==> src/rtl/half_sub.sv <==
// Registered, width-parameterised half subtractor: each lane computes A-B with
// no borrow-in; difference, borrow and an any-borrow flag update on CLK when EN is high.
module half_sub #(
  parameter int unsigned WIDTH = 1
) (
  input  logic             CLK,
  input  logic             RST,
  input  logic             EN,
  input  logic [WIDTH-1:0] A,
  input  logic [WIDTH-1:0] B,
  output logic [WIDTH-1:0] D,
  output logic [WIDTH-1:0] B_0,
  output logic             VALID,
  output logic             BORROW_ANY
);

  logic [WIDTH-1:0] diff_next;
  logic [WIDTH-1:0] borrow_next;

  always_comb begin
    diff_next   = A ^ B;
    borrow_next = ~A & B;
  end

  // BORROW_ANY reduces the value being loaded, so it always agrees with B_0.
  always_ff @(posedge CLK) begin
    if (!RST) begin
      D          <= '0;
      B_0        <= '0;
      VALID      <= 1'b0;
      BORROW_ANY <= 1'b0;
    end else begin
      VALID <= EN;
      if (EN) begin
        D          <= diff_next;
        B_0        <= borrow_next;
        BORROW_ANY <= |borrow_next;
      end
    end
  end

endmodule

==> config.mk <==
export PLATFORM = sky130hd
export DESIGN_NAME = half_sub
export DESIGN_NICKNAME = d
export VERILOG_FILES = /design/src/rtl/half_sub.sv
export SDC_FILE = /design/constraint.sdc
export NUM_CORES = 1
export LEC_CHECK = 0
export ABC_AREA = 1
export CORE_AREA = 3 3 40 42
export CTS_CLUSTER_DIAMETER = 40
export DETAILED_ROUTE_END_ITERATION = 10
export DIE_AREA = 0 0 43 45
export PLACE_DENSITY_LB_ADDON = 0.05
export SETUP_SLACK_MARGIN = 0.05
export SLEW_MARGIN = 25
export SYNTH_ARGS = -nofsm -noshare
export SYNTH_HDL_FRONTEND = slang
export SYNTH_SLANG_ARGS = --single-unit
==> constraint.sdc <==
create_clock -name CLK -period 1.35 [get_ports CLK]
set_input_delay 0.2025 -clock CLK [delete_from_list [all_inputs] [get_ports CLK]]
set_output_delay 0.2025 -clock CLK [all_outputs]
set_load 0.03 [all_outputs]
# == After elaboration in Yosys (flattened, before gate mapping) ==
# Index checks and enable logic that the tools add are counted.
# totals
input_bits,5
out_inout_bits,4
elab_cells,6
regBits,3
# op_classes
bitwise,3
# op_table
operator,count
1-bit AND,1
1-bit inverter,1
1-bit bitwise XOR,1

# == Longest topological paths before layout ==
# logic_depth
word_depth,2
ltp_mapped,5
ltp_nobuf,5

# == Worst setup path after synthesis ==
# OpenSTA, ideal clock, no wires.
# synth_timing
kind,reg2out
startpoint,register B_0
endpoint,output B_0
stages_incl_launch_ff,2
n_path_buf,1
setup_slack_ns,0.434
arrival_time_ns,0.714
cell_sequence,dfxtp_1 -> buf_4
# synth_lines
item,line,source
start: declaration,12,"output logic [WIDTH-1:0] B_0,"
start signal: assignment,36,B_0 <= borrow_next;
# No word-level cell between the ends.

# == Final worst setup path ==
# layout_timing
startpoint,register B_0
endpoint,output B_0
# No word-level cell between the ends.

==> results.toml <==
[run_status]
status = "finished clean"

[clock_tree]
cts.htree.levels = 1
cts_made_buffers = 3
ctsHoldBuffers = 0
clk_pin_slew_worst_paths_ns = 0.04
cts_buffer_depth = 2
cts_tree = "yes"
cts_root_buffer = "clkbuf_4"
cts.sinks = 3
clk_latency_ns = 0.23

[drt]
via_count = 132
finalWirelength_um = 300
drt-initial-drc-count = 0
post_drt_wl_per_cell_um = 7.14
avgViaCountPerCell = 3.14
drc = 0
detail-route-antenna-nets = 0
dr.pass1.iters = 1

[floorplan]
initial_core_util_pct = 9.64
die_area_mm2 = 0.00194
num_rows = 13
ioPinCount = 9
die_h_um = 45
die_w_um = 43
coreArea_mm2 = 0.00128

[logic_synthesis]
ys_types = 8
synth_warnings = 0
synth_seq_cells = 3
synth.avg_cell_area_um2 = 7.74
synth_area_um2 = 124
syn_inst = 16
synth_nets = 22
yosysSeqAreaShare_pct = 48.5

[grt]
track_usage_pct = 4.33
grt_pass1_wl_um = 503
grt_pass1_vias = 129
grt_max_degree = 6
overflow = 0
grt_antenna_before_repair = 0

[worst_setup_path]
slowest_stage = "dlygate4sd2_1"
cp_cell_sequence = "dlygate4sd2_1"
cp_slowest_stage_delay_ns = 0.40
end_kind = "output pin"
startpoint_type = "flop"
critical_path_buf_inv_count = 1
critPathTopFamily = "buffers and inverters"
critPathKind = "flop to output pin"
worstPathArrival_ns = 0.98
cp_max_fo = 3
worstPathRequired_ns = 1.15

[pwr]
powerDensity_mw_per_mm2 = 1290
clock_power_share_pct = 51.9
p_switching_mw = 0.0779
switching_share_pct = 25.5
p_leak_nw = 0.131
seqPwrFrac_pct = 32.0
p_int_mw = 0.228
combPwrFrac_pct = 16.1
ir_worst_vdd_mv = 0.277

[timing]
slew_headroom_pct = 80.1
tns_ns = 0
drv_slew = 0
period_share_pct = 87.5
rsz0062_at_grt = "false"
worst_pin_slew_ns = 0.299
finalCriticalPeriod_ns = 1.18
maxClockFrequency_ghz = 0.847
fin_skew_ns = 0
hold_viol = 0
finalSetupViolCount = 0

[placement]
dpl.cell_count = 38
portBuffers = 8
gp_congestion = 0.614

[run]
maxCapViolations = 0

[cells_and_area]
drive_above_1_share_pct = 11.1
final_cell_mix = "inv_1, clkdlybuf4s50_1, dlygate4sd2_1"
final_cell_count_no_fill = 42
area_growth_pct = 90.9
final_nets = 34
diodes = 0

[worst_hold_path]
hold_path_class = "flop to flop"
logic make-up (layout without fill, tap and decap cells):
family	after synthesis	after routing	share of synthesized area, %
compound gates	2	2	8.07
fa+ha+maj	1	1	10.1
simple gates	5	5	15.2
buf+inv	5	16	18.2
flops	3	3	48.5
what timing repair did:
item                                    CTS  global route
hold endpoints to repair                  0             0
setup buffers                             0             0
endpoints found under the setup margin    4             0
gates resized for setup                   4             0
layer usage:
layer  GRT usage, %  routed length [um]
met5              0                   0
met4           7.23                   0
met3           3.98                  45
met2           3.89                 122
met1           4.10                 132
synth_stat cells:
master	n	area share (%)
inv_1	4	12
nand2_1	2	6.1
o21ai_1	1	4.0
nor2_1	3	9.1
dfxtp_1	3	48
ha_1	1	10
o21ai_0	1	4.0
buf_4	1	6.1
through the flow:
stage          instance area, um2  total power [mW]  setup slack (ns)  hold slack (ns)  util, %
3_5_place_dp                  215             0.155             0.131            0.485     16.7
6_report                      236             0.306             0.169            0.488     18.4
5_1_grt                       236             0.324             0.145            0.539     18.4
3_3_place_gp                  215             0.155             0.127            0.490     16.7
2_1_floorplan                 124             0.127             0.434            0.296        -
4_1_cts                       236             0.320             0.154            0.499     18.4
final cells by class:
cell class,instances,area [um2]
fillers,157,1050
repair buffers,8,75.1
flip-flops and latches,3,60.1
multi-input cells,8,41.3
clock buffers,4,26.3
well taps,15,18.8
inverters,4,15.0
path summary, 6_finish.rpt:
| check | start | end | slack [ns] | depth (start not counted) |
|---|---|---|---|---|
| setup / recovery | B_0 | B_0 | 0.17 | 1 |
| hold / removal | D | D | 0.49 | 2 |
| setup reg to reg | B_0 | B_0 | 0.72 | 2 |
| hold reg to reg | D | D | 0.49 | 2 |
sequential cells by signal, summed over array words and instances (netlist names):
register and cells:
VALID 1, B_0 1, D 1
power groups by stage:
stage	clock network (mW)	logic (mW)	registers, mW
CTS	0.172	0.0501	0.0977
global placement	0	0.0556	0.0991
finish	0.159	0.0493	0.0977
floorplan	0	0.0161	0.111
detailed placement	0	0.0552	0.0993
global route	0.172	0.0543	0.0982
(Power assumes the default switching activity.)
